==> src/rtl/syn_current.sv <==
// syn_current: synapse current stage between a presynaptic and a postsynaptic LIF neuron.
// Latency: an accepted pre_spike updates current_out at the clock edge ending the spike cycle.
// Backpressure: none; spikes arrive as single-cycle pulses and are never stalled.
// Optional feature: define SYN_REFRACT_EN to build a refractory window after each accepted spike.
module syn_current #(
  parameter logic [7:0] W_INIT      = 8'd32,
  parameter int         DECAY_SHIFT = 2,
  parameter int         TICK_DIV    = 4
`ifdef SYN_REFRACT_EN
  ,
  parameter int         REFRACT_CYC = 3
`endif
) (
  input  logic       clk,
  input  logic       rst,
  input  logic       pre_spike,
  input  logic [7:0] weight_in,
  input  logic       w_update,
  output logic [7:0] current_out,
  output logic [7:0] weight_q,
  output logic       active,
  output logic       sat
);

  typedef enum logic {S_IDLE, S_ACTIVE} state_t;

  // Tick counter wide enough for 0..TICK_DIV-1; a divider of 1 still gets a 1-bit counter.
  localparam int            TW        = (TICK_DIV > 1) ? $clog2(TICK_DIV) : 1;
  localparam logic [TW-1:0] TICK_LAST = TW'(TICK_DIV - 1);

  state_t        state_q, state_d;
  logic [7:0]    cur_q, cur_d;
  logic [7:0]    weight_d;
  logic [TW-1:0] tick_q, tick_d;
  logic          active_q, active_d;
  logic          sat_q, sat_d;

  logic          spike_acc;
  logic [8:0]    sum9;
  logic [7:0]    add_val;
  logic [7:0]    dec_raw;
  logic [7:0]    dec_step;
  logic          tick_wrap;
  logic          spike_live;

`ifdef SYN_REFRACT_EN
  // The spike cycle itself is the first cycle of the window, so the counter
  // loads REFRACT_CYC-1 and spikes are accepted again REFRACT_CYC cycles later.
  localparam int            RW        = (REFRACT_CYC > 1) ? $clog2(REFRACT_CYC) : 1;
  localparam logic [RW-1:0] REFR_LOAD = (REFRACT_CYC > 0) ? RW'(REFRACT_CYC - 1) : '0;

  logic [RW-1:0] refr_q, refr_d;

  assign spike_acc = pre_spike && (refr_q == '0);

  // Refractory counter: load on an accepted spike, otherwise count down to zero.
  always_comb begin
    refr_d = refr_q;
    if (spike_acc) begin
      refr_d = REFR_LOAD;
    end else if (refr_q != '0) begin
      refr_d = refr_q - 1'b1;
    end
  end

  // Refractory counter register.
  always_ff @(posedge clk or posedge rst) begin
    if (rst) begin
      refr_q <= '0;
    end else begin
      refr_q <= refr_d;
    end
  end
`else
  assign spike_acc = pre_spike;
`endif

  // Saturating add of the applied weight, and the decay step with a floor of 1.
  assign sum9       = {1'b0, cur_q} + {1'b0, weight_q};
  assign add_val    = sum9[8] ? 8'hFF : sum9[7:0];
  assign dec_raw    = cur_q >> DECAY_SHIFT;
  assign dec_step   = (dec_raw == 8'd0) ? 8'd1 : dec_raw;
  assign tick_wrap  = (tick_q == TICK_LAST);
  // A spike only keeps or starts activity when the weight it adds is non-zero.
  assign spike_live = spike_acc && (weight_q != 8'd0);

  // Next-state logic: spike add has priority over decay; weight update always uses
  // the incoming value while the same-cycle add sees the old weight_q.
  always_comb begin
    state_d  = state_q;
    cur_d    = cur_q;
    tick_d   = tick_q;
    sat_d    = sat_q;
    weight_d = w_update ? weight_in : weight_q;

    case (state_q)
      S_IDLE: begin
        tick_d = '0;
        if (spike_live) begin
          cur_d   = add_val;
          sat_d   = sat_q | sum9[8];
          state_d = S_ACTIVE;
        end
      end
      S_ACTIVE: begin
        tick_d = tick_wrap ? '0 : tick_q + 1'b1;
        if (spike_acc) begin
          cur_d = add_val;
          sat_d = sat_q | sum9[8];
        end else if (tick_wrap && (cur_q != 8'd0)) begin
          cur_d = cur_q - dec_step;
        end
        // Current already drained: fall back to idle unless a new spike refills it.
        if ((cur_q == 8'd0) && !spike_live) begin
          state_d = S_IDLE;
          tick_d  = '0;
        end
      end
      default: begin
        state_d = S_IDLE;
        tick_d  = '0;
      end
    endcase

    active_d = (state_d == S_ACTIVE);
  end

  // State registers; asynchronous reset returns everything to its idle values.
  always_ff @(posedge clk or posedge rst) begin
    if (rst) begin
      state_q  <= S_IDLE;
      cur_q    <= 8'd0;
      weight_q <= W_INIT;
      tick_q   <= '0;
      active_q <= 1'b0;
      sat_q    <= 1'b0;
    end else begin
      state_q  <= state_d;
      cur_q    <= cur_d;
      weight_q <= weight_d;
      tick_q   <= tick_d;
      active_q <= active_d;
      sat_q    <= sat_d;
    end
  end

  assign current_out = cur_q;
  assign active      = active_q;
  assign sat         = sat_q;

endmodule

==> config.mk <==
export PLATFORM = sky130hd
export DESIGN_NAME = syn_current
export DESIGN_NICKNAME = d
export VERILOG_FILES = /design/src/rtl/syn_current.sv
export SDC_FILE = /design/constraint.sdc
export NUM_CORES = 1
export LEC_CHECK = 0
export CORE_MARGIN = 5
export CORE_UTILIZATION = 42
export CTS_BUF_LIST = sky130_fd_sc_hd__clkbuf_4 sky130_fd_sc_hd__clkbuf_8 sky130_fd_sc_hd__clkbuf_16
export CTS_CLUSTER_SIZE = 40
export DETAILED_ROUTE_END_ITERATION = 12
export PLACE_DENSITY_LB_ADDON = 0.25
export SLEW_MARGIN = 20
export SYNTH_ARGS = -nofsm -noshare
export SYNTH_HDL_FRONTEND = slang
export SYNTH_SLANG_ARGS = --single-unit
==> constraint.sdc <==
create_clock -name clk -period 3.39 [get_ports clk]
set_input_delay 0.678 -clock clk [delete_from_list [all_inputs] [get_ports clk]]
set_output_delay 0.678 -clock clk [all_outputs]
set_load 0.02 [all_outputs]
==> results of run 1 <==
==> cell type report <==
type                       count  area share [%]
inverter                      11            1.99
tap                           50            3.02
clock buffer                   3            1.99
timing repair buffer          29            14.0
multi-input combinational    136            53.3
clock inverter                 1            1.45
sequential                    20            24.2
==> per-layer routing <==
metal	part of all wire (%)	GRT usage, %	vias to the layer above
li1	-	-	711
met1	43	20.7	724
met3	4.8	3.03	9
met5	0	0	-
met4	2.3	6.97	0
met2	50	28.5	53
==> placed cells by master, fill, tap and decap left out, types with 3 or more instances in the layout <==
cell             count
a211oi_1             4
a21o_1               8
a21oi_1              6
clkbuf_8             3
clkdlybuf4s50_1     29
dfrtp_1             19
ha_1                14
inv_1               11
mux2_2               8
nand2_1              5
nand2b_1             3
nand3_1              4
nor2_1              14
nor3_1               8
nor3b_1              3
o21ai_0              8
xnor2_1              4
==> registers in the layout, summed over array words and instances, names as in the netlist <==
name and flops:
current_out 8, weight_q 8, tick_q 2, active 1, sat 1
==> path summary, 6_finish.rpt <==
| path | from | to | depth (start not counted) |
|---|---|---|---|
| worst max-delay path | current_out[6] | current_out[6] | 10 |
| max in group asynchronous | rst | current_out[0] | 2 |
| worst max register to register | current_out[6] | current_out[6] | 10 |
| worst min register to register | tick_q[0] | tick_q[0] | 1 |
| min in group asynchronous | rst | weight_q[4] | 2 |
| worst min-delay path | tick_q[0] | tick_q[0] | 1 |
==> where the power goes <==
part | internal [µW] | total [µW] | leakage, µW | switching (µW)
Clock | 158 | 243 | 0.0000357 | 85.6
Sequential | 312 | 444 | 0.000223 | 132
Combinational | 648 | 1400 | 0.000582 | 751
==> through the flow <==
step           cells  utilization [%]  hold WS, ps  instance area, µm²  total power (µW)
6_report         250             52.9          455                2070              2090
5_1_grt          250             52.9          480                2070              2260
4_1_cts          250             52.9          454                2070              2100
3_5_place_dp     246             51.1          443                2000              1840
3_3_place_gp     246             51.1          425                2000              1820
2_1_floorplan    171                -          415                1670              1470
==> cell families (layout without fill, tap and decap cells) <==
logic type	count (synthesis)	in the layout
DFF	20	20
xor gates and xnor gates	6	6
AOI/OAI and AO/OA	56	56
buffers and inverters	15	44
and+or+nand+nor	48	48
adders and majority gates	17	17
muxes	9	9
==> worst max-delay path, stage by stage, from the launching register on <==
cell and delay, ps:
dfrtp_1 490, nor3_4 300, a21o_1 160, ha_1 150, inv_1 50, fa_1 420
a211oi_1 220, o21bai_1 110, maj3_1 380, a2bb2oi_1 160, o211ai_1 130
==> flow_metrics.env, run 1 <==
export IMPL_grt_pass1_wl_mm=7.00
export IMPL_cts_inserted_buffers=3
export IMPL_nFillCells=351
export IMPL_die_area_um2=5330
export IMPL_die_x_um=73.0
export IMPL_drt_wl_total_mm=4.08
export IMPL_io_pins=30
export IMPL_placementRows=23
export IMPL_multi_input_comb_area_um2=1100
export IMPL_finalSetupTns_ps=0
export IMPL_end_kind="flip-flop"
export IMPL_num_nets_final=229
export IMPL_syn_nets=199
export IMPL_yosysWarnings=0
export IMPL_synth_seq_cells=20
export IMPL_wl_per_cell_um=16.3
export IMPL_htree_levels=1
export IMPL_clk_pin_slew_ps=80
export IMPL_cts_resized=0
export IMPL_drt_pass1_iterations=4
export IMPL_cap_violations=0
export IMPL_synthAdderAreaFrac_pct=13.5
export IMPL_cts_tree="done"
export IMPL_crit_required_ps=3570
export IMPL_vdd_drop_max_uv=379
export IMPL_vias=1497
export IMPL_die_y_um=73.0
export IMPL_drc=0
export IMPL_crit_path_max_fanout=8
export IMPL_drt_iter0_markers=82
export IMPL_leakage_uw=0.000841
export IMPL_io_buffer_count=29
export IMPL_yosys_area_share_xor_xnor_pct=3.15
export IMPL_reg2reg_slack_ps=730
export IMPL_critPathKind="flip-flop to flip-flop"
export IMPL_min_path_type="flip-flop to flip-flop"
export IMPL_synthesis_instances=171
export IMPL_synthTopCellsByArea="dfrtp_1, ha_1, mux2_2, a21o_1, nor2_1"
export IMPL_clock_path_buffers=2
export IMPL_insertion_delay_ps=270
export IMPL_relSlewSlack_pct=46.5
export IMPL_drive_gt1_share_pct=11.5
export IMPL_synthArstFlopShare_pct=100
export IMPL_hpwl_mm=3.26
export IMPL_synth_edf_count=0
export IMPL_finalHoldViolations=0
export IMPL_pre_cts_ws_ps=757
export IMPL_fmax_mhz=376
export IMPL_area_growth_pct=24.1
export IMPL_post_cts_buffers=0
export IMPL_period_minus_slack_ps=2660
export IMPL_synth_top_area_share_pct=28.5
export IMPL_arrival_ps=2840
export IMPL_synth_compound_area_share_pct=26.3
export IMPL_setup_viol=0
export IMPL_ys_seq_area_share_pct=30.1
export IMPL_cts_sinks=20
export IMPL_grtUsageTotal_pct=16.8
export IMPL_grt_antenna_before_repair=0
export IMPL_yosysTopAreaCell="dfrtp_1"
export IMPL_cts_root_buf="clkbuf_8"
export IMPL_tightest_slew_ps=801
export IMPL_cts_hold_buf=0
export IMPL_regArea_um2=502
export IMPL_coreArea_um2=3910
export IMPL_viasPerCell=5.99
export IMPL_synthSimpleGateAreaFrac_pct=17.1
export IMPL_outcome="complete, no violations"
export IMPL_grt_max_degree=21
export IMPL_synthTopCellsByCount="dfrtp_1, ha_1, nor2_1"
export IMPL_num_antenna_cells=0
export IMPL_yosysMostFrequentCell="dfrtp_1"
export IMPL_place_congestion=0.910
export IMPL_synth_top_family_by_area="compound AO/OA/AOI/OAI gates"
export IMPL_p_per_area_nw_per_um2=1010
export IMPL_avgSynthCellArea_um2=9.76
export IMPL_maxSlewViolCount=0
export IMPL_worst_slack_ps=729
export IMPL_grt_overflow=0
export IMPL_ys_dominant_reg_cell="dfrtp_1"
export IMPL_drtAntennaViolNets=0
export IMPL_finClkSkew_ps=6.59
export IMPL_rsz0062_at_grt="false"
export IMPL_crit_path_start_kind="flip-flop"
export IMPL_period_share_pct=78.5
export IMPL_grt_pass1_vias=1548
export IMPL_yosysUniqueCellTypes=55
export IMPL_syn_area_um2=1670
export IMPL_synth_mux_area_fraction_pct=6.07
export IMPL_initial_core_util_pct=42.6
No activity file was read; power rests on OpenSTA's default activity.
==> run 2, diff against run 1 <==
==> constraint.sdc (replaced) <==
create_clock -name clk -period 2.1 [get_ports clk]
set_input_delay 0.42 -clock clk [delete_from_list [all_inputs] [get_ports clk]]
set_output_delay 0.42 -clock clk [all_outputs]
set_load 0.02 [all_outputs]
==> flow_metrics.env, run 2 (synthesized netlist as in run 1, its figures left out) <==
export IMPL_outcome="complete, but fails checks"
export IMPL_violations="negative setup slack"
export IMPL_end_kind="flip-flop"
export IMPL_drt_pass1_iterations=4
export IMPL_place_area_um2=2200
export IMPL_grt_overflow=0
export IMPL_drt_wl_total_mm=4.61
export IMPL_maxSlewViolCount=0
export IMPL_io_buffer_count=29
export IMPL_rsz0062_at_grt="true"
export IMPL_hpwl_mm=3.59
export IMPL_drt_iter0_markers=69
export IMPL_grt_antenna_before_repair=0
export IMPL_p_per_area_nw_per_um2=1690
export IMPL_pre_cts_ws_ps=-214
export IMPL_reg2reg_slack_ps=-190
export IMPL_num_nets_final=257
export IMPL_clk_pin_slew_ps=80
export IMPL_cts_tree="done"
export IMPL_pwr_share_comb_pct=77.2
export IMPL_fin_area_um2=2370
export IMPL_layout_commonest_cell="clkdlybuf4s50_1"
export IMPL_drtAntennaViolNets=0
export IMPL_drc=0
export IMPL_insertion_delay_ps=260
export IMPL_grtUsageTotal_pct=17.7
export IMPL_drive_gt1_share_pct=31.6
export IMPL_grt_pass1_wl_mm=7.44
export IMPL_total_power_uw=4000
export IMPL_cts_root_buf="clkbuf_8"
export IMPL_place_congestion=0.850
export IMPL_io_pins=30
export IMPL_coreArea_um2=3910
export IMPL_wl_per_cell_um=16.6
export IMPL_min_path_type="flip-flop to flip-flop"
export IMPL_vdd_drop_max_uv=672
export IMPL_cts_inserted_buffers=3
export IMPL_finalHoldViolations=0
export IMPL_clock_path_buffers=2
export IMPL_htree_levels=1
export IMPL_r2r_cells=10
export IMPL_final_cell_mix="clkdlybuf4s50_1, buf_4, dfrtp_1"
export IMPL_die_y_um=73.0
export IMPL_crit_path_max_fanout=3
export IMPL_cap_violations=0
export IMPL_crit_start="current_out[7]"
export IMPL_worst_slack_ps=-188
export IMPL_setup_viol=3
export IMPL_area_growth_pct=42.1
export IMPL_crit_required_ps=2280
export IMPL_die_x_um=73.0
export IMPL_vias=1587
export IMPL_pwr_share_seq_pct=15.3
export IMPL_grt_pass1_vias=1646
export IMPL_period_share_pct=109
export IMPL_leakage_uw=0.000976
export IMPL_switchingPower_uw=1830
export IMPL_pwr_share_clk_pct=7.5
export IMPL_arrival_ps=2470
export IMPL_critPathKind="flip-flop to flip-flop"
export IMPL_tightest_slew_ps=498
export IMPL_die_area_um2=5330
export IMPL_r2r_start="current_out[7]"
export IMPL_placementRows=23
export IMPL_relSlewSlack_pct=66.5
export IMPL_num_antenna_cells=0
export IMPL_r2r_end="current_out[6]"
export IMPL_internal_power_uw=2170
export IMPL_fmax_mhz=437
export IMPL_cp_endpoint="current_out[6]"
export IMPL_grt_max_degree=21
export IMPL_post_route_util_pct=60.6
export IMPL_finClkSkew_ps=3.17
export IMPL_crit_path_start_kind="flip-flop"
export IMPL_cts_sinks=20
export IMPL_sw_frac_of_total_pct=45.7
export IMPL_viasPerCell=5.71
export IMPL_initial_core_util_pct=42.6
export IMPL_period_minus_slack_ps=2290
## run 2: cell types whose count changed in the layout (fill, tap and decap cells not counted), sizes merged
cell	previous run	this run
buf	0	28
bufinv	1	0
clkbuf	3	4
## run 2: area by class of cell
| class | count | area [µm²] |
|---|---|---|
| clock buffers | 4 | 55.1 |
| inverters | 11 | 41.3 |
| repair buffers | 57 | 504 |
| fillers | 344 | 1540 |
| multi-input cells | 136 | 1200 |
| well taps | 50 | 62.6 |
| flip-flops and latches | 20 | 504 |
## run 2: how the worst min path moves through the flow
stage / start / end / slack, ps / cells past startpoint
after global routing: tick_q[0] / tick_q[0] / 480 / 1
after detailed placement: tick_q[0] / tick_q[0] / 450 / 1
final: tick_q[0] / tick_q[0] / 450 / 1
after CTS: tick_q[0] / tick_q[0] / 460 / 1
after global placement: tick_q[0] / tick_q[0] / 430 / 1
after floorplan: rst / active / 380 / 1
## run 2: per-stage QoR
step | hold slack [ps] | cells | TNS [ps]
after floorplan | 383 | 171 | -396
after global placement | 427 | 271 | -261
after detailed placement | 447 | 271 | -721
after CTS | 457 | 276 | -377
after global routing | 483 | 278 | -671
final | 452 | 278 | -340
## run 2: per-layer routing
metal | global-route usage (%) | up-vias | share of wire [%]
met1 | 20.3 | 763 | 40
met3 | 2.20 | 14 | 4.5
met4 | 6.56 | 0 | 2.7
met2 | 32.8 | 49 | 53
li1 | - | 761 | -
met5 | 0 | - | 0
## run 2: repair_timing
| action | 4_1_cts | 5_1_grt |
|---|---|---|
| buffers inserted | 1 | 2 |
| cloned | 0 | 0 |
| gates resized for setup | 3 | 15 |
| hold buffers | 0 | 0 |
| endpoints found under the setup margin | 9 | 8 |
| pin swaps | 4 | 5 |
## run 2: worst max-delay path, cell delays in order (launching register included)
cell	delay, ps
dfrtp_2	430
nor3_4	220
a21o_1	140
ha_2	170
inv_2	40
fa_2	380
a211oi_2	190
o21bai_1	90
maj3_2	310
a2bb2oi_1	140
o211ai_1	100
## run 2: power by group through the flow
stage	logic (µW)	clock network, µW	registers [µW]
6_report	3090	302	612
5_1_grt	3370	314	629
4_1_cts	2810	300	612
3_5_place_dp	2720	0	624
3_3_place_gp	2640	0	611
2_1_floorplan	1630	0	793
==> RTL edit: new RTL, flow settings as in run 2 <==
Register the output `current_out` once more, without a reset; this adds one clock of latency there. The other outputs are not delayed to match. Comments in the files are not updated.
--- a/src/rtl/syn_current.sv
+++ b/src/rtl/syn_current.sv
@@ -144,7 +144,9 @@
     end
   end
 
-  assign current_out = cur_q;
+  always_ff @(posedge clk) begin
+    current_out <= cur_q;
+  end
   assign active      = active_q;
   assign sat         = sat_q;
 
Function: changed (Yosys sat finds a counterexample within 4 cycles, from zero or initial values and one cycle with rst high).
==> RTL edit against run 2 <==
- wire length grew 5.2%
- combinational power up 2%
- die area up 8.3%
- count of clock-buffer cells in the layout is the same
- sequential cell count up 8
- fmax down 8.8%
- the flow still finishes with violations (negative setup slack)
- critical endpoint is now cur_q[6]
- clock power up 12%
- total power grew 8.1%
- setup slack got worse by 220 ps
- area after synthesis up 9.6%
- final area up 14%
- sequential share of layout area up 3.3 points
- global-route usage decreased by 0.66 points
==> RTL edit: results (changes against run 2) <==
| Metric | Value |
|---|---|
| CP Data Arrival Time | 2680 ps (was 2470 ps) |
| # setup viols final | 6 (was 3) |
| Post-CTS sizing | 13 (was 3) |
| Hold Slack | 384 ps (was 452 ps) |
| List of most frequent post-synthesis cells | 19 x dfrtp_1, 14 x ha_1, 13 x inv_1, 13 x o21ai_0, 10 x a21oi_1 (was 19 x dfrtp_1, 14 x ha_1, 14 x nor2_1, 11 x inv_1) |
| Synth area leaders | dfrtp_1 26%, ha_1 9.6%, dfxtp_1 8.8% (was dfrtp_1 28%, ha_1 10%, mux2_2 5.4%) |
| Outcome | finished, violations left (unchanged) |
| Layout cell share with drive strength beyond 1 | 0.367 (was 0.316) |
| Total placed cells including tap cells | 302 (was 271) |
| Met2 WL post-DR | 2390 um (was 2430 um) |
| Register area share after synthesis | 0.362 (was 0.301) |
| Adder-Cell Fraction of Synth Area | 0.123 (was 0.135) |
| Met1 usage | 0.225 (was 0.203) |
| Reg2reg start | cur_q[7] (was current_out[7]) |
| Fin Clk Skew | 10.2 ps (was 3.17 ps) |
| Setup WS post-layout | -407 ps (was -188 ps) |
| Tot Pwr | 0.00432 W (was 0.00400 W) |
| Filler instances | 393 (was 344) |
| Slew of the pin with the lowest slew margin | 392 ps (was 498 ps) |
| Failing checks | negative setup slack (unchanged) |
| Syn nets | 209 (was 199) |
| Post-Place Setup Slack | -340 ps (was -214 ps) |
| Vias in the first global route | 1752 (was 1646) |
| DP Area | 2510 um^2 (was 2200 um^2) |
| Met1 Wirelength | 2070 um (was 1850 um) |
| First-pass GRT wire length | 8160 um (was 7440 um) |
==> RTL edit: changes by cell type after synthesis, sizes merged, moves of 5 or more <==
| cell | delta |
|---|---|
| nor2 | -5 |
| dfxtp | +8 |
| nor3 | -6 |
| a21oi | +5 |
==> RTL edit: cell type report <==
type,count,share of cell area
clock buffers,4,0.0204
inverters,13,0.0181
multi-input cells,134,0.446
flip-flops and latches,28,0.246
well taps,52,0.0241
repair buffers,77,0.245
==> RTL edit: kinds of logic (layout without fill, tap and decap cells) <==
logic type / Yosys count / count (layout)
fa+ha+maj: 17 / 17
buf+inv: 19 / 94
simple gates: 45 / 45
compound gates: 57 / 57
mux: 10 / 10
xor+xnor: 5 / 5
flops: 28 / 28
==> RTL edit: critical path: stages (launching register included) <==
cell and delay [ps]:
dfrtp_1 420, nor4_4 310, a31o_2 210, ha_4 130, inv_2 30, fa_2 340
a211o_1 280, a21oi_1 150, maj3_1 210, o21ai_0 90, a222oi_1 240
